$ cat src/rtl/snake_engine_if.sv
// Bundle of the snake engine's control inputs and frame/status outputs.
// The master side (game-rate divider, buttons, scan driver) drives tick and
// the buttons; the slave side (the engine) publishes frames and status.
interface snake_engine_if #(
    parameter int MAX_LEN = 16
) ();
    localparam int LEN_W = $clog2(MAX_LEN + 1);

    logic             tick;
    logic             btn_up;
    logic             btn_right;
    logic             btn_down;
    logic             btn_left;
    logic [63:0]      frame_snake;
    logic [63:0]      frame_food;
    logic [LEN_W-1:0] length;
    logic             game_over;
    logic             running;

    modport master (
        output tick, btn_up, btn_right, btn_down, btn_left,
        input  frame_snake, frame_food, length, game_over, running
    );

    modport slave (
        input  tick, btn_up, btn_right, btn_down, btn_left,
        output frame_snake, frame_food, length, game_over, running
    );
endinterface

$ cat src/rtl/snake_engine.sv
// Snake game logic: body ring buffer, direction control, food placement via
// LFSR search, and the snake/food occupancy bitmaps for the LED scan driver.
module snake_engine #(
    parameter int         MAX_LEN   = 16,
    parameter int         INIT_LEN  = 3,
    parameter logic [7:0] LFSR_SEED = 8'hA5
) (
    input logic           clk,
    input logic           rst_n,
    snake_engine_if.slave bus
);
    localparam int PW = (MAX_LEN > 1) ? $clog2(MAX_LEN) : 1;
    localparam int LW = $clog2(MAX_LEN + 1);

    localparam logic [1:0] DIR_UP    = 2'd0;
    localparam logic [1:0] DIR_RIGHT = 2'd1;
    localparam logic [1:0] DIR_DOWN  = 2'd2;
    localparam logic [1:0] DIR_LEFT  = 2'd3;

    typedef enum logic [1:0] {IDLE, RUN, FOOD, OVER} state_t;

    // Move one cell in the given direction; x and y wrap modulo 8.
    function automatic logic [5:0] step_cell(input logic [5:0] c, input logic [1:0] d);
        logic [2:0] x;
        logic [2:0] y;
        x = c[2:0];
        y = c[5:3];
        case (d)
            DIR_UP:    y = y - 3'd1;
            DIR_RIGHT: x = x + 3'd1;
            DIR_DOWN:  y = y + 3'd1;
            default:   x = x - 3'd1;
        endcase
        return {y, x};
    endfunction

    // 8-bit Fibonacci LFSR, taps 8,6,5,4.
    function automatic logic [7:0] lfsr_step(input logic [7:0] l);
        return {l[6:0], l[7] ^ l[5] ^ l[4] ^ l[3]};
    endfunction

    function automatic logic [PW-1:0] ptr_inc(input logic [PW-1:0] p);
        return (p == PW'(MAX_LEN - 1)) ? '0 : p + PW'(1);
    endfunction

    // Initial body occupies row 3, cells x = 0 .. INIT_LEN-1.
    function automatic logic [63:0] init_frame();
        logic [63:0] f;
        f = '0;
        for (int i = 0; i < INIT_LEN; i++) f[24 + i] = 1'b1;
        return f;
    endfunction

    localparam logic [63:0] INIT_FRAME = init_frame();

    state_t         state, state_nx;
    logic [5:0]     body [MAX_LEN];
    logic [PW-1:0]  head_ptr, tail_ptr;
    logic [LW-1:0]  len;
    logic [63:0]    frame, frame_nx;
    logic [5:0]     food;
    logic [7:0]     lfsr, lfsr_nx;
    logic [1:0]     dir_req, dir_last, eff_last, btn_dir;
    logic           pending;
    logic           any_btn, btn_legal, move_req;
    logic [5:0]     head_cell, tail_cell, next_cell;
    logic           eat, grow, collide, cand_free;
    logic           do_move, place;

    // Datapath decode: next head, growth, collision and food candidate.
    always_comb begin
        any_btn   = bus.btn_up | bus.btn_right | bus.btn_down | bus.btn_left;
        btn_dir   = bus.btn_up    ? DIR_UP :
                    bus.btn_right ? DIR_RIGHT :
                    bus.btn_down  ? DIR_DOWN : DIR_LEFT;
        head_cell = body[head_ptr];
        tail_cell = body[tail_ptr];
        next_cell = step_cell(head_cell, dir_req);
        eat       = (next_cell == food);
        grow      = eat && (len < LW'(MAX_LEN));
        // The tail cell vacates on this move unless the snake grows.
        collide   = frame[next_cell] && !(!grow && (next_cell == tail_cell));
        move_req  = bus.tick | pending;
        lfsr_nx   = lfsr_step(lfsr);
        cand_free = !frame[lfsr_nx[5:0]];
        frame_nx  = frame;
        if (!grow) frame_nx[tail_cell] = 1'b0;
        frame_nx[next_cell] = 1'b1;
    end

    // Next-state logic and per-cycle action strobes.
    always_comb begin
        state_nx = state;
        do_move  = 1'b0;
        place    = 1'b0;
        case (state)
            IDLE: if (any_btn) state_nx = RUN;
            RUN: begin
                if (move_req) begin
                    if (collide) begin
                        state_nx = OVER;
                    end else begin
                        do_move = 1'b1;
                        if (eat) state_nx = FOOD;
                    end
                end
            end
            FOOD: begin
                if (cand_free) begin
                    place    = 1'b1;
                    state_nx = RUN;
                end
            end
            default: state_nx = OVER;
        endcase
        // On a move edge the direction being applied becomes the reference
        // for the reversal check.
        eff_last  = do_move ? dir_req : dir_last;
        btn_legal = any_btn && (btn_dir != (eff_last ^ 2'd2));
    end

    // Game state register.
    always_ff @(posedge clk or negedge rst_n) begin
        if (!rst_n) state <= IDLE;
        else        state <= state_nx;
    end

    // Body ring buffer, frame, food, LFSR, direction and pending-tick state.
    always_ff @(posedge clk or negedge rst_n) begin
        if (!rst_n) begin
            for (int i = 0; i < MAX_LEN; i++)
                body[i] <= (i < INIT_LEN) ? {3'd3, 3'(i)} : 6'd0;
            head_ptr <= PW'(INIT_LEN - 1);
            tail_ptr <= '0;
            len      <= LW'(INIT_LEN);
            frame    <= INIT_FRAME;
            food     <= 6'd29;
            lfsr     <= LFSR_SEED;
            dir_req  <= DIR_RIGHT;
            dir_last <= DIR_RIGHT;
            pending  <= 1'b0;
        end else begin
            if (state == IDLE) begin
                if (any_btn) dir_req <= btn_dir;
            end else if (state != OVER && btn_legal) begin
                dir_req <= btn_dir;
            end
            if (state == FOOD && bus.tick) pending <= 1'b1;
            else if (do_move)              pending <= 1'b0;
            if (do_move) begin
                dir_last                <= dir_req;
                body[ptr_inc(head_ptr)] <= next_cell;
                head_ptr                <= ptr_inc(head_ptr);
                frame                   <= frame_nx;
                if (grow) len      <= len + LW'(1);
                else      tail_ptr <= ptr_inc(tail_ptr);
            end
            if (state == FOOD) lfsr <= lfsr_nx;
            if (place)         food <= lfsr_nx[5:0];
        end
    end

    assign bus.frame_snake = frame;
    assign bus.frame_food  = (state == FOOD) ? 64'd0 : (64'd1 << food);
    assign bus.length      = len;
    assign bus.game_over   = (state == OVER);
    assign bus.running     = (state == RUN) || (state == FOOD);
endmodule
$ cat src/flat_wrapper.sv
// flat-port wrapper written by rule: the top's interface ports become plain ports
module snake_engine_flat 
#(
    parameter int         MAX_LEN   = 16,
    parameter int         INIT_LEN  = 3,
    parameter logic [7:0] LFSR_SEED = 8'hA5
)
  (clk, rst_n, bus_tick, bus_btn_up, bus_btn_right, bus_btn_down, bus_btn_left, bus_frame_snake, bus_frame_food, bus_length, bus_game_over, bus_running);
  snake_engine_if #(.MAX_LEN(MAX_LEN)) bus_i ();
  input logic clk;
  input logic rst_n;
  input wire logic [$bits(bus_i.tick)-1:0] bus_tick;
  input wire logic [$bits(bus_i.btn_up)-1:0] bus_btn_up;
  input wire logic [$bits(bus_i.btn_right)-1:0] bus_btn_right;
  input wire logic [$bits(bus_i.btn_down)-1:0] bus_btn_down;
  input wire logic [$bits(bus_i.btn_left)-1:0] bus_btn_left;
  output wire logic [$bits(bus_i.frame_snake)-1:0] bus_frame_snake;
  output wire logic [$bits(bus_i.frame_food)-1:0] bus_frame_food;
  output wire logic [$bits(bus_i.length)-1:0] bus_length;
  output wire logic [$bits(bus_i.game_over)-1:0] bus_game_over;
  output wire logic [$bits(bus_i.running)-1:0] bus_running;
  assign bus_i.tick = bus_tick;
  assign bus_i.btn_up = bus_btn_up;
  assign bus_i.btn_right = bus_btn_right;
  assign bus_i.btn_down = bus_btn_down;
  assign bus_i.btn_left = bus_btn_left;
  assign bus_frame_snake = bus_i.frame_snake;
  assign bus_frame_food = bus_i.frame_food;
  assign bus_length = bus_i.length;
  assign bus_game_over = bus_i.game_over;
  assign bus_running = bus_i.running;
  snake_engine #(.MAX_LEN(MAX_LEN), .INIT_LEN(INIT_LEN), .LFSR_SEED(LFSR_SEED)) u_core (.clk(clk), .rst_n(rst_n), .bus(bus_i));
endmodule
$ cat config.mk
export PLATFORM = sky130hd
export DESIGN_NAME = snake_engine_flat
export DESIGN_NICKNAME = d
export VERILOG_FILES = /design/src/rtl/snake_engine_if.sv /design/src/rtl/snake_engine.sv /design/src/flat_wrapper.sv
export SDC_FILE = /design/constraint.sdc
export NUM_CORES = 1
export LEC_CHECK = 0
export ABC_AREA = 1
export BUFFER_PORTS_ARGS = -buffer_cell sky130_fd_sc_hd__buf_2
export CORE_MARGIN = 1
export CORE_UTILIZATION = 40
export CTS_CLUSTER_SIZE = 24
export DETAILED_ROUTE_END_ITERATION = 7
export HOLD_SLACK_MARGIN = 0.08
export MAX_ROUTING_LAYER = met4
export PLACE_DENSITY = 0.66
export REMOVE_ABC_BUFFERS = 1
export SLEW_MARGIN = 20
export SYNTH_ARGS = -nofsm -noshare
export SYNTH_HDL_FRONTEND = slang
export SYNTH_SLANG_ARGS = --single-unit
$ cat constraint.sdc
create_clock -name clk -period 5 [get_ports clk]
set_input_delay 1 -clock clk [delete_from_list [all_inputs] [get_ports clk]]
set_output_delay 1 -clock clk [all_outputs]
set_load 0.02 [all_outputs]
==> impl_summary.md <==
Outcome
The run finished with clean final reports.

Drt
The detailed router finished its first iteration with about 1.3k violations. The detailed router placed 12.7k vias in this run. In the final routed layout, each cell accounts on average for ~20 um. The final wirelength is roughly 44 mm.

The remaining number of nets flagged by the antenna check after routing is 0. The via density per instance is 5.55. The first detailed-routing pass took 5 iterations.

After detailed routing, the number of remaining DRC violations is 0.

Cells and area
The proportion of layout cells with a drive suffix above 1 is ~16%. The layout overhead on the synthesized area is 14.2%. The layout net count is approximately 1.9k. The antenna diode count is 0.

Logic synthesis
The complex-gate fraction of the synthesized area is between 10% and 20%. The cell area after synthesis is 12300 um^2. The post-synthesis sequential element count is 194. The Yosys step of the flow raised 0 warnings. The most used flip-flop cell after synthesis is sky130_fd_sc_hd__dfrtp_1. Of the total synthesized cell area, the portion taken by full adders, half adders and majority gates is about 1.4%.

The per-instance average area after synthesis is 6.92 um^2. After synthesis, the cell types taking the most area are sky130_fd_sc_hd__dfrtp_1, sky130_fd_sc_hd__nand2_1, sky130_fd_sc_hd__o21ai_0. The number of flops mapped to enable cells by yosys is 0. Of the total synthesized cell area, the portion taken by XOR and XNOR cells is less than 1%. The leading cell type by number of instances after synthesis is sky130_fd_sc_hd__nand2_1. The fraction of the mapped netlist area in simple logic gates is 30.2%. The portion of synthesized area spent on multiplexers is less than 1%.

The cell accounting for the most synthesized area is sky130_fd_sc_hd__dfrtp_1. The largest family of logic cells by synthesized area is simple AND/OR/NAND/NOR gates. The top-area cell type share of the netlist area is roughly 35%. The commonest cells after synthesis are sky130_fd_sc_hd__nand2_1, sky130_fd_sc_hd__o21ai_0, sky130_fd_sc_hd__dfrtp_1.

The synthesized netlist contains between 40 and 50 unique library cells. The share of synthesized area occupied by flip-flops and latches is slightly below 40%. The post-synthesis cell count is ~1.8k. The share of flip-flops with an asynchronous set or reset after synthesis is 100%.

Clock network
The number of setup buffers added after CTS is 0. TritonCTS built the clock tree. The TritonCTS sink count is around 190. Clock tree synthesis selected as its root buffer the cell sky130_fd_sc_hd__clkbuf_16. Clock-pin slew was measured on the worst setup and hold paths at 0.08 ns. The H-tree generated during clock tree synthesis spans 4 levels. The number of buffers between clock root and the deepest sink is 2.

The number of clock buffers added by TritonCTS is 17. The later pin in the worst-skew pair is clocked with a latency of around 0.45 ns.

STA
The max-slew violation total from the final report is 0. Setup repair after global routing left no endpoint under its margin. For the pin with the worst max-slew slack, the measured transition is 1.04 ns. The final clock skew is 0.0131 ns. Dividing the final minimum period by the clock period gives around nine tenths. The final number of hold-violating endpoints came to 0.

The worst pin sits at a relative slew slack of between 30% and 40%. The minimum period implied by the final worst setup slack is 4.55 ns. The final total negative setup slack is 0 ns. The smallest hold slack is 0.462 ns.

Derived from the worst setup path, the maximum achievable clock frequency is between 0.2 and 0.25 GHz. The count of final setup violators is 0.

Setup path
By startpoint and endpoint, the worst setup path is classified as reg2reg. Along the worst path, the maximum fanout reaches 19. The kind of end point of the critical path is a flop. At the worst endpoint, the arrival time is between 4 and 5 ns. Data on the critical path is required at its endpoint by between 5 and 6 ns. STA classifies the critical path startpoint as a flop.

Floorplan
The starting density of the core is between 40% and 50%. The floorplan step defined a die boundary enclosing roughly 31000 um^2. In this run the standard cell core region covers about 30000 um^2.

In this run the count of I/O pins placed on the die edge is 142. The height of the die is 177 um. The horizontal extent of the die is 177 um.

The count of standard-cell rows is 63.

Global route
For this run, the total global-route usage over all layers was measured as 29.7%. The pin count of the biggest net entering global routing is roughly 120. The initial antenna violation count was 0.

The via count of the first global-routing pass is about 12k. The total overflow reported by the global router is 0. The wire length of the first global-routing pass is 68.8 mm.

Run
Across the run, the number of max-cap violations was 0.

Placement
The HPWL after detailed placement is about 32 mm. The placer congestion estimate is about 0.95. Input and output buffers added on the ports amount to ~140.

Hold path
The worst min-delay path class is in2async.

Power
The analysis attributes to cell leakage a power of around 6.7 nW. The highest ir drop seen on vdd is between 0.2 and 0.25 mV. Power spread over the standard cell area amounts to between 200 and 250 nW/um^2.
[layer usage]
layer	share of wire (%)	routed length, um	vias to the layer above	global-route usage (%)
li1	-	-	6042	-
met1	43	18900	6021	38.4
met5	0	0	-	-
met4	3.2	1410	0	10.8
met3	5.7	2540	79	3.17
met2	49	21600	535	48.2
[logic make-up (layout without fill, tap and decap cells)]
kind of cell	count (synthesis)	after routing
and+or+nand+nor	837	837
AOI/OAI and AO/OA	440	440
buffers and inverters	283	401
DFF	194	194
adders and majority gates	13	13
xor gates and xnor gates	9	9
muxes	1	1
[timing repair]
action,in CTS,in global routing
endpoints found under the hold margin,0,0
resized for setup,0,5
endpoints found under the setup margin,0,25
hold buffers,0,0
[sequential cells by signal, indices dropped and copies added, names as in the netlist]
signal / cells
u_core.lfsr: 8
u_core.tail_ptr: 4
u_core.head_ptr: 4
u_core.dir_req: 2
u_core.dir_last: 2
u_core.state: 2
u_core.food: 6
u_core.bus.length: 5
u_core.body: 96
u_core.pending: 1
u_core.bus.frame_snake: 64
[path summary, 6_finish.rpt]
path / from / end / slack, ns / cells past startpoint
max in group asynchronous: rst_n / u_core.bus.frame_snake[24] / 3.75 / 2
min in group clk: u_core.lfsr[7] / u_core.lfsr[7] / 0.47 / 2
worst max-delay path: u_core.head_ptr[2] / u_core.body[11] / 0.45 / 27
worst max register to register: u_core.head_ptr[2] / u_core.body[11] / 0.45 / 27
worst min register to register: u_core.lfsr[7] / u_core.lfsr[7] / 0.47 / 2
worst min-delay path: rst_n / u_core.body[40] / 0.46 / 1
[power breakdown]
group / leakage (nW) / internal, W / switching [W]
logic: 4.00 / 0.0000459 / 0.000165
registers: 2.37 / 0.00157 / 0.00000317
clock network: 0.303 / 0.000763 / 0.000702
[per-stage QoR]
step	utilization, %	cell area [um^2]	cells	setup WS (ns)	power, W
floorplan	-	11900	1693	-0.372	0.00170
global placement	44.7	13400	2252	0.517	0.00181
detailed placement	44.7	13400	2252	0.394	0.00181
CTS	46.7	14000	2284	0.366	0.00327
global route	46.9	14000	2285	0.0387	0.00336
finish	46.9	14000	2285	0.455	0.00325
[worst max-delay path, cell delays in order, from the launching register on]
cell	delay, ns
sky130_fd_sc_hd__dfrtp_1	0.46
sky130_fd_sc_hd__inv_4	0.12
sky130_fd_sc_hd__nor2_2	0.48
sky130_fd_sc_hd__nand3_1	0.13
sky130_fd_sc_hd__nand2_1	0.09
sky130_fd_sc_hd__nor2_1	0.05
sky130_fd_sc_hd__nand2_1	0.16
sky130_fd_sc_hd__nand2_2	0.10
sky130_fd_sc_hd__inv_1	0.09
sky130_fd_sc_hd__fa_1	0.40
sky130_fd_sc_hd__nand2_1	0.09
sky130_fd_sc_hd__nand2_2	0.24
sky130_fd_sc_hd__nand2_1	0.17
sky130_fd_sc_hd__inv_2	0.11
sky130_fd_sc_hd__nand3_1	0.08
sky130_fd_sc_hd__nand2_1	0.06
sky130_fd_sc_hd__o21ai_1	0.15
sky130_fd_sc_hd__nand2_1	0.06
sky130_fd_sc_hd__nor2_1	0.12
sky130_fd_sc_hd__nand2_1	0.10
sky130_fd_sc_hd__nand2_2	0.14
sky130_fd_sc_hd__nand3_4	0.16
sky130_fd_sc_hd__inv_8	0.22
sky130_fd_sc_hd__nand2_4	0.13
sky130_fd_sc_hd__nor2_4	0.23
sky130_fd_sc_hd__inv_2	0.12
sky130_fd_sc_hd__nand2_1	0.07
sky130_fd_sc_hd__o21ai_1	0.05
[layout make-up]
cell class,count,area (um^2)
clock buffers,17,425
clock inverters,15,190
fillers,3116,15900
inverters,199,758
multi-input cells,1300,6280
flip-flops and latches,194,4890
well taps,390,488
repair buffers,170,1010
[layout by cell type (no fill, tap or decap), types with 5 or more instances in the layout]
cell                        count
sky130_fd_sc_hd__a21oi_1       84
sky130_fd_sc_hd__buf_12         5
sky130_fd_sc_hd__buf_2        140
sky130_fd_sc_hd__buf_4         23
sky130_fd_sc_hd__clkbuf_16     17
sky130_fd_sc_hd__clkinv_1       6
sky130_fd_sc_hd__dfrtp_1      169
sky130_fd_sc_hd__dfstp_2       24
sky130_fd_sc_hd__ha_1          11
sky130_fd_sc_hd__inv_1        167
sky130_fd_sc_hd__inv_2         23
sky130_fd_sc_hd__inv_6          5
sky130_fd_sc_hd__nand2_1      458
sky130_fd_sc_hd__nand2_2       10
sky130_fd_sc_hd__nand3_1      147
sky130_fd_sc_hd__nand3_4        5
sky130_fd_sc_hd__nand3b_1       5
sky130_fd_sc_hd__nand4_1       33
sky130_fd_sc_hd__nor2_1       146
sky130_fd_sc_hd__nor2_4        16
sky130_fd_sc_hd__o211ai_1      21
sky130_fd_sc_hd__o21ai_0      203
sky130_fd_sc_hd__o21ai_1      119
sky130_fd_sc_hd__xor2_1         5
No activity file was read; power rests on OpenSTA's default activity.
